==> config.mk <==
export PLATFORM = sky130hd
export DESIGN_NAME = avg_pool_engine_flat
export DESIGN_NICKNAME = d
export VERILOG_FILES = /design/src/rtl/avg_pool_engine_if.sv /design/src/rtl/avg_pool_engine.sv /design/src/flat_wrapper.sv
export SDC_FILE = /design/constraint.sdc
export NUM_CORES = 1
export LEC_CHECK = 0
export ABC_AREA = 1
export CORE_ASPECT_RATIO = 0.9
export CORE_MARGIN = 10
export CORE_UTILIZATION = 54
export DETAILED_ROUTE_END_ITERATION = 10
export GPL_TIMING_DRIVEN = 0
export HOLD_SLACK_MARGIN = 0.08
export PLACE_DENSITY_LB_ADDON = 0.1
export RECOVER_POWER = 25
export SLEW_MARGIN = 15
export SYNTH_ARGS = -nofsm -noshare
export SYNTH_HDL_FRONTEND = slang
export SYNTH_SLANG_ARGS = --single-unit
==> constraint.sdc <==
create_clock -name clock -period 2.15 [get_ports clock]
set_clock_uncertainty 0.1 [all_clocks]
set_input_delay 0.43 -clock clock [delete_from_list [all_inputs] [get_ports clock]]
set_output_delay 0.43 -clock clock [all_outputs]
set_load 0.01 [all_outputs]
==> src/rtl/avg_pool_engine_if.sv <==
// Activation stream in, pooled-result handshake out, between the pool engine and its controller.
interface avg_pool_engine_if #(
    parameter int unsigned DATA_WIDTH = 16
);
    logic                         in_valid;
    logic signed [DATA_WIDTH-1:0] in_data;
    logic                         in_ready;
    logic                         rf_enable;
    logic signed [DATA_WIDTH-1:0] pool_out;
    logic                         pool_done;

    modport master (
        input  in_valid,
        input  in_data,
        input  rf_enable,
        output in_ready,
        output pool_out,
        output pool_done
    );

    modport slave (
        output in_valid,
        output in_data,
        output rf_enable,
        input  in_ready,
        input  pool_out,
        input  pool_done
    );
endinterface

==> src/rtl/avg_pool_engine.sv <==
// Average-pooling engine: averages WIN-sample windows and hands each result to the
// data controller over the pool_done / rf_enable handshake; tile_done after NUM_OUT results.
module avg_pool_engine #(
    parameter int unsigned DATA_WIDTH = 16,
    parameter int unsigned WIN_LOG2   = 2,
    parameter int unsigned NUM_OUT    = 8,
    parameter int unsigned ADDR_WIDTH = 11
) (
    input  logic                  clock,
    input  logic                  reset,
    input  logic                  start,
    avg_pool_engine_if.master     bus,
    output logic [ADDR_WIDTH-1:0] apool_addr,
    output logic [7:0]            out_count,
    output logic                  busy,
    output logic                  tile_done
);

    localparam int unsigned WIN   = 1 << WIN_LOG2;
    localparam int unsigned ACC_W = DATA_WIDTH + WIN_LOG2;
    localparam int unsigned CNT_W = (WIN_LOG2 > 0) ? WIN_LOG2 : 1;

    typedef enum logic [1:0] {
        IDLE  = 2'd0,
        ACCUM = 2'd1,
        HOLD  = 2'd2,
        DONE  = 2'd3
    } state_t;

    state_t                   state_q, state_d;
    logic signed [ACC_W-1:0]  acc_q, acc_d;
    logic [CNT_W-1:0]         elem_q, elem_d;
    logic [ADDR_WIDTH-1:0]    addr_d;
    logic [7:0]               cnt_d;
    logic signed [DATA_WIDTH-1:0] pool_out_d;
    logic                     pool_done_d;
    logic                     in_ready_d;
    logic                     busy_d;
    logic                     tile_done_d;
    logic                     accept;
    logic signed [ACC_W-1:0]  sum;

    assign accept = bus.in_valid & bus.in_ready;
    assign sum    = acc_q + ACC_W'(bus.in_data);

    // Next-state and next-output decode
    always_comb begin
        state_d     = state_q;
        acc_d       = acc_q;
        elem_d      = elem_q;
        addr_d      = apool_addr;
        cnt_d       = out_count;
        pool_out_d  = bus.pool_out;
        pool_done_d = bus.pool_done;

        case (state_q)
            IDLE: begin
                if (start) begin
                    state_d = ACCUM;
                    acc_d   = '0;
                    elem_d  = '0;
                    addr_d  = '0;
                    cnt_d   = '0;
                end
            end
            ACCUM: begin
                if (accept) begin
                    addr_d = apool_addr + ADDR_WIDTH'(1);
                    if (elem_q == CNT_W'(WIN - 1)) begin
                        // Arithmetic shift floors toward -inf; the window mean always fits DATA_WIDTH.
                        pool_out_d  = DATA_WIDTH'(sum >>> WIN_LOG2);
                        pool_done_d = 1'b1;
                        acc_d       = '0;
                        elem_d      = '0;
                        state_d     = HOLD;
                    end else begin
                        acc_d  = sum;
                        elem_d = elem_q + CNT_W'(1);
                    end
                end
            end
            HOLD: begin
                if (bus.rf_enable) begin
                    pool_done_d = 1'b0;
                    cnt_d       = out_count + 8'd1;
                    state_d     = (out_count == 8'(NUM_OUT - 1)) ? DONE : ACCUM;
                end
            end
            DONE: begin
                state_d = IDLE;
            end
            default: begin
                state_d = IDLE;
            end
        endcase

        in_ready_d  = (state_d == ACCUM);
        busy_d      = (state_d != IDLE);
        tile_done_d = (state_d == DONE);
    end

    // State and output registers
    always_ff @(posedge clock or negedge reset) begin
        if (!reset) begin
            state_q       <= IDLE;
            acc_q         <= '0;
            elem_q        <= '0;
            apool_addr    <= '0;
            out_count     <= '0;
            bus.pool_out  <= '0;
            bus.pool_done <= 1'b0;
            bus.in_ready  <= 1'b0;
            busy          <= 1'b0;
            tile_done     <= 1'b0;
        end else begin
            state_q       <= state_d;
            acc_q         <= acc_d;
            elem_q        <= elem_d;
            apool_addr    <= addr_d;
            out_count     <= cnt_d;
            bus.pool_out  <= pool_out_d;
            bus.pool_done <= pool_done_d;
            bus.in_ready  <= in_ready_d;
            busy          <= busy_d;
            tile_done     <= tile_done_d;
        end
    end

endmodule

==> src/flat_wrapper.sv <==
// flat-port wrapper written by rule: the top's interface ports become plain ports
module avg_pool_engine_flat 
#(
    parameter int unsigned DATA_WIDTH = 16,
    parameter int unsigned WIN_LOG2   = 2,
    parameter int unsigned NUM_OUT    = 8,
    parameter int unsigned ADDR_WIDTH = 11
)
  (clock, reset, start, apool_addr, out_count, busy, tile_done, bus_in_valid, bus_in_data, bus_rf_enable, bus_in_ready, bus_pool_out, bus_pool_done);
  avg_pool_engine_if #(.DATA_WIDTH(DATA_WIDTH)) bus_i ();
  input  logic clock;
  input  logic reset;
  input  logic start;
  output logic [ADDR_WIDTH-1:0] apool_addr;
  output logic [7:0] out_count;
  output logic busy;
  output logic tile_done;
  input wire logic [$bits(bus_i.in_valid)-1:0] bus_in_valid;
  input wire logic [$bits(bus_i.in_data)-1:0] bus_in_data;
  input wire logic [$bits(bus_i.rf_enable)-1:0] bus_rf_enable;
  output wire logic [$bits(bus_i.in_ready)-1:0] bus_in_ready;
  output wire logic [$bits(bus_i.pool_out)-1:0] bus_pool_out;
  output wire logic [$bits(bus_i.pool_done)-1:0] bus_pool_done;
  assign bus_i.in_valid = bus_in_valid;
  assign bus_i.in_data = bus_in_data;
  assign bus_i.rf_enable = bus_rf_enable;
  assign bus_in_ready = bus_i.in_ready;
  assign bus_pool_out = bus_i.pool_out;
  assign bus_pool_done = bus_i.pool_done;
  avg_pool_engine #(.DATA_WIDTH(DATA_WIDTH), .WIN_LOG2(WIN_LOG2), .NUM_OUT(NUM_OUT), .ADDR_WIDTH(ADDR_WIDTH)) u_core (.clock(clock), .reset(reset), .start(start), .bus(bus_i), .apool_addr(apool_addr), .out_count(out_count), .busy(busy), .tile_done(tile_done));
endmodule
Word-level counts from Yosys, hierarchy flattened
Index checks and enable logic that the tools add are counted.

storage, ports and cells
  flip-flop bits (word level) = 61
  latch bits = 0
  bits in writable memories = 0
  ROM bits = 0
  output and inout bits = 39
  word-level logic and storage cells = 59
  memories = 0

operators by class
  add/subtract/negate cells = 4
  multipliers = 0
  divide/modulo/power cells = 0
  $lt $le $gt $ge = 0
  equality and inequality tests = 11
  shifts and indexed selects = 0
  multiplexer cells = 24
  bitwise logic cells = 1
  reduce and logical (&&, ||, !) cells = 9

operators by type and width
  kind                   number
  $mux 18                3
  $pmux 18 s2            1
  $mux 11                2
  $pmux 11 s2            1
  $add 18x16->18         1
  $mux 2                 8
  $mux 8                 2
  $pmux 8 s2             1
  $add 11x1->11 const B  1
  $reduce_and 3->1       3
  $add 8x1->8 const B    1
  $eq 2x2->1 const B     4
  $eq 8x3->1 const B     1
  $pmux 2 s4             1
  $reduce_bool 2->1      4
  $eq 2x1->1 const B     2
  $ne 2x1->1 const B     2
  $ne 2x2->1 const B     2
  $pmux 2 s2             1
  $reduce_and 4->1       1
  $mux 1                 3
  $add 2x1->2 const B    1
  $logic_not 2->1        1
  $pmux 1 s2             1
  $and 1x1->1            1

Logic depth before layout (Yosys ltp)
  word-level depth = 5
  mapped depth = 12
  gate-level depth less buffers = 12

Worst setup path after synthesis
No wires, ideal clock.

  path kind = input to register
  start point = input port bus_in_data[0]
  end point = register u_core.acc_q[8]
  setup time = 0.117 ns
  data arrival time = 1.777 ns
  slack = 0.156 ns
  stages = 9
  path buffers = 0
  cells stage by stage = ha_1 fa_1 nand3_1 nand2_1 nand2_1 nand2_1 or2_2 nand3_1 nand2_1

on the way
  word-level cells in the longest chain between the ends = 4

RTL lines
  element               RTL line                text
  from (decl)           flat_wrapper.sv:19      input wire logic [$bits(bus_i.in_data)-1:0] bus_in_data;
  $add 18x16->18        avg_pool_engine.sv:44   assign sum = acc_q + ACC_W'(bus.in_data);
  $mux 18               avg_pool_engine.sv:69   if (elem_q == CNT_W'(WIN - 1)) begin
  $mux 18               avg_pool_engine.sv:67   if (accept) begin
  $pmux 18 s2           avg_pool_engine.sv:56   case (state_q)
  to (signal assigned)  avg_pool_engine.sv:106  acc_q <= '0;
  to (signal assigned)  avg_pool_engine.sv:117  acc_q <= acc_d;
  to (decl)             avg_pool_engine.sv:31   logic signed [ACC_W-1:0] acc_q, acc_d;

No other way between the ends. The select of a mux whose other input is x is not followed.
A chain may end at the register's enable or synchronous reset.

Worst setup path in the final report
Same ends and word-level chain as after synthesis.

==> results.json <==
{
  "rows": 28,
  "post-route-period-util": 0.981,
  "htreeDepth": 3,
  "whs_ps": 382,
  "fin_total_pwr_mw": 5.72,
  "ys_types": 36,
  "placedInstanceArea_um2": 4360,
  "rrSetupSlack_ps": 160,
  "antenna_found_initial": 0,
  "synthTopCellsByCount": "nand2_1 (153), dfrtp_1 (61), inv_1 (40)",
  "n_antenna_cell": 0,
  "slowest_delay_ps": 440,
  "grt_pass1_wl_um": 14700,
  "synthesis.nets": 507,
  "fin_cells": 634,
  "power_density_nw_per_um2": 1240,
  "synth-seq-cells": 61,
  "avgRoutedWirePerCell_um": 14.3,
  "postSynth.asyncResetShare": 1.00,
  "dp.cells": 615,
  "vias_per_cell": 5.17,
  "critPathLaunchType": "input pin",
  "grt_use_total": 0.174,
  "fin_ws_ps": 41.3,
  "core_um2": 6550,
  "worst_setup_path_end_kind": "register",
  "syn_area_um2": 3630,
  "drive_gt1_frac": 0.105,
  "synthTopCellsByArea": "dfrtp_1 (42%), nand2_1 (16%), ha_1 (6.9%), nand3_1 (5.0%), inv_1 (4.1%)",
  "fin_area_um2": 4610,
  "portBuffers": 59,
  "numCtsBuffers": 9,
  "vdd_drop_max_v": 0.000709,
  "relSlewSlack": 0.299,
  "overflow": 0,
  "synth_warnings": 0,
  "r2r-start": "u_core.acc_q[0]$_DFFE_PN0P_",
  "initial_core_util": 0.554,
  "fillers": 559,
  "synth_top_cell_area_share": 0.420,
  "power.leakage_nw": 2.25,
  "min_period_ps": 2110,
  "place_ws_ps": -464,
  "critical_path_buf_inv_count": 1,
  "clk_path_buf_depth": 2,
  "reg2reg_to": "u_core.acc_q[8]$_DFFE_PN0P_",
  "syn-mean-instance-area_um2": 7.81,
  "vias": 3279,
  "ys.flop_type": "dfrtp_1",
  "cpMaxStageDelayCell": "clkdlybuf4s50_1",
  "yosysSeqAreaShare": 0.420,
  "drt-pass1-iter-count": 4,
  "final_nets": 581,
  "drc_errors": 0,
  "synth-edff-count": 0,
  "clk_latency_ps": 340,
  "finalWirelength_um": 9090,
  "place_hpwl_um": 6820,
  "die_h_um": 97.8,
  "critPathKind": "input pin to register",
  "r2r_cells": 9,
  "area_growth_pct": 26.9,
  "status": "finished, final reports clean",
  "cts_sinks": 61,
  "die_w_um": 106,
  "ant_nets": 0,
  "gp_congestion": 0.900,
  "netlist_instances": 465,
  "fmax_ghz": 0.474,
  "crit_chain": "clkdlybuf4s50_1 -> ha_4 -> fa_2 -> nand3_2 -> nand2_2 -> nand2_2 -> nand2_2 -> or2_2 -> nand3_1 -> nand2_1",
  "hold_start": "u_core.bus.pool_out[10]$_DFFE_PN0P_",
  "setup_violations": 0,
  "crit_arrival_ps": 2240,
  "cts_root_buffer": "clkbuf_8",
  "grt_pass1_vias": 3069,
  "ios": 60,
  "worst_slew_pin_slew_ps": 1050,
  "die-area_um2": 10400,
  "path_delay_family": "simple AND/OR/NAND/NOR gates",
  "final_hold_viol_count": 0,
  "whs_endpoint": "u_core.bus.pool_out[10]$_DFFE_PN0P_",
  "hold_path.class": "register to register",
  "drt_iter0_drc": 149,
  "cp_max_fo": 4,
  "yosys.area.top_type": "dfrtp_1",
  "final_max_slew_viol_count": 0,
  "clk_pin_slew_ps": 70,
  "grt_max_degree": 47,
  "cap_violations": 0,
  "synthMostInstantiatedCell": "nand2_1",
  "critical_path.most_common_cell": "nand2_2",
  "critPathRequiredTime_ps": 2280,
  "cts_tree": "yes",
  "whs_path_depth": 2
}
## tightest hold or removal path: stages, from the launching register on
cell	delay [ps]
dfrtp_1	350
nand2_1	50
nand2_1	50
## placed cells by master, fill, tap and decap left out, drive strengths merged, types with 2 or more instances in the layout
cell and n:
a21oi 27, a22o 3, and2 2, buf 9, clkbuf 14, clkdlybuf4s50 58
clkinvlp 2, dfrtp 61, ha 20, inv 44, nand2 158, nand3 38
nand3b 10, nand4 6, nor2 41, nor3 9, o21ai 24, o31ai 2
xnor2 3, xor2 6
## metal layers
layer  track usage  wire length (um)  vias up
met5             0                 0        -
met3        0.0664               561        4
met1         0.231              4370     1534
met2         0.260              4100       70
met4        0.0437                63        0
li1              -                 -     1671
## logic make-up after synthesis
group	after synthesis	share of synthesized area
simple gates	265	0.337
flops	61	0.420
compound gates	59	0.0889
buf+inv	50	0.0575
fa+ha+maj	21	0.0744
xor+xnor	9	0.0217
## registers in the layout, summed over array words and instances, names as in the netlist
register and cells:
u_core.acc_q 18, u_core.bus.pool_out 16, u_core.apool_addr 11, u_core.out_count 8, u_core.elem_q 2, u_core.state_q 2, u_core.bus.in_ready 1, u_core.bus.pool_done 1
u_core.busy 1, u_core.tile_done 1
## stage by stage
stage / utilization / setup TNS, ps
after global placement: 0.662 / -93870
final: 0.703 / 0
after CTS: 0.695 / 0
after floorplan: - / 0
after global routing: 0.703 / -43.6
after detailed placement: 0.666 / -6060
## area by class of cell
class / count / area (um^2) / area share
Multi-Input combinational cell: 354 / 1940 / 0.422
Sequential cell: 61 / 1530 / 0.331
Timing Repair Buffer: 63 / 637 / 0.138
Inverter: 44 / 168 / 0.0364
Clock buffer: 13 / 159 / 0.0345
Tap cell: 90 / 113 / 0.0244
Buffer: 6 / 41.3 / 0.00896
Clock inverter: 3 / 20.0 / 0.00434
## worst max-delay path by stage
stage                   start                              end  slack [ps]  cells after the start
2_1_floorplan  bus_in_data[0]      u_core.acc_q[8]$_DFFE_PN0P_         160                      9
3_3_place_gp            reset  u_core.out_count[3]$_DFFE_PN0P_       -1450                      1
3_5_place_dp   bus_in_data[0]      u_core.acc_q[8]$_DFFE_PN0P_        -460                     10
4_1_cts        bus_in_data[0]      u_core.acc_q[8]$_DFFE_PN0P_           3                     10
5_1_grt        bus_in_data[3]      u_core.acc_q[8]$_DFFE_PN0P_         -20                      9
6_report       bus_in_data[0]      u_core.acc_q[8]$_DFFE_PN0P_          40                     10
## where the power goes
| group | internal (mW) | switching [mW] |
|---|---|---|
| clock | 0.480 | 0.458 |
| sequential | 1.55 | 0.286 |
| combinational | 1.24 | 1.70 |
## what timing repair did
item	in CTS	in global routing
hold endpoints to repair	15	0
hold buffers	1	0
gates resized for setup	2	11
endpoints found under the setup margin	7	10
pin swaps	0	3
setup buffers	0	2
No activity file was read; power rests on OpenSTA's default activity.
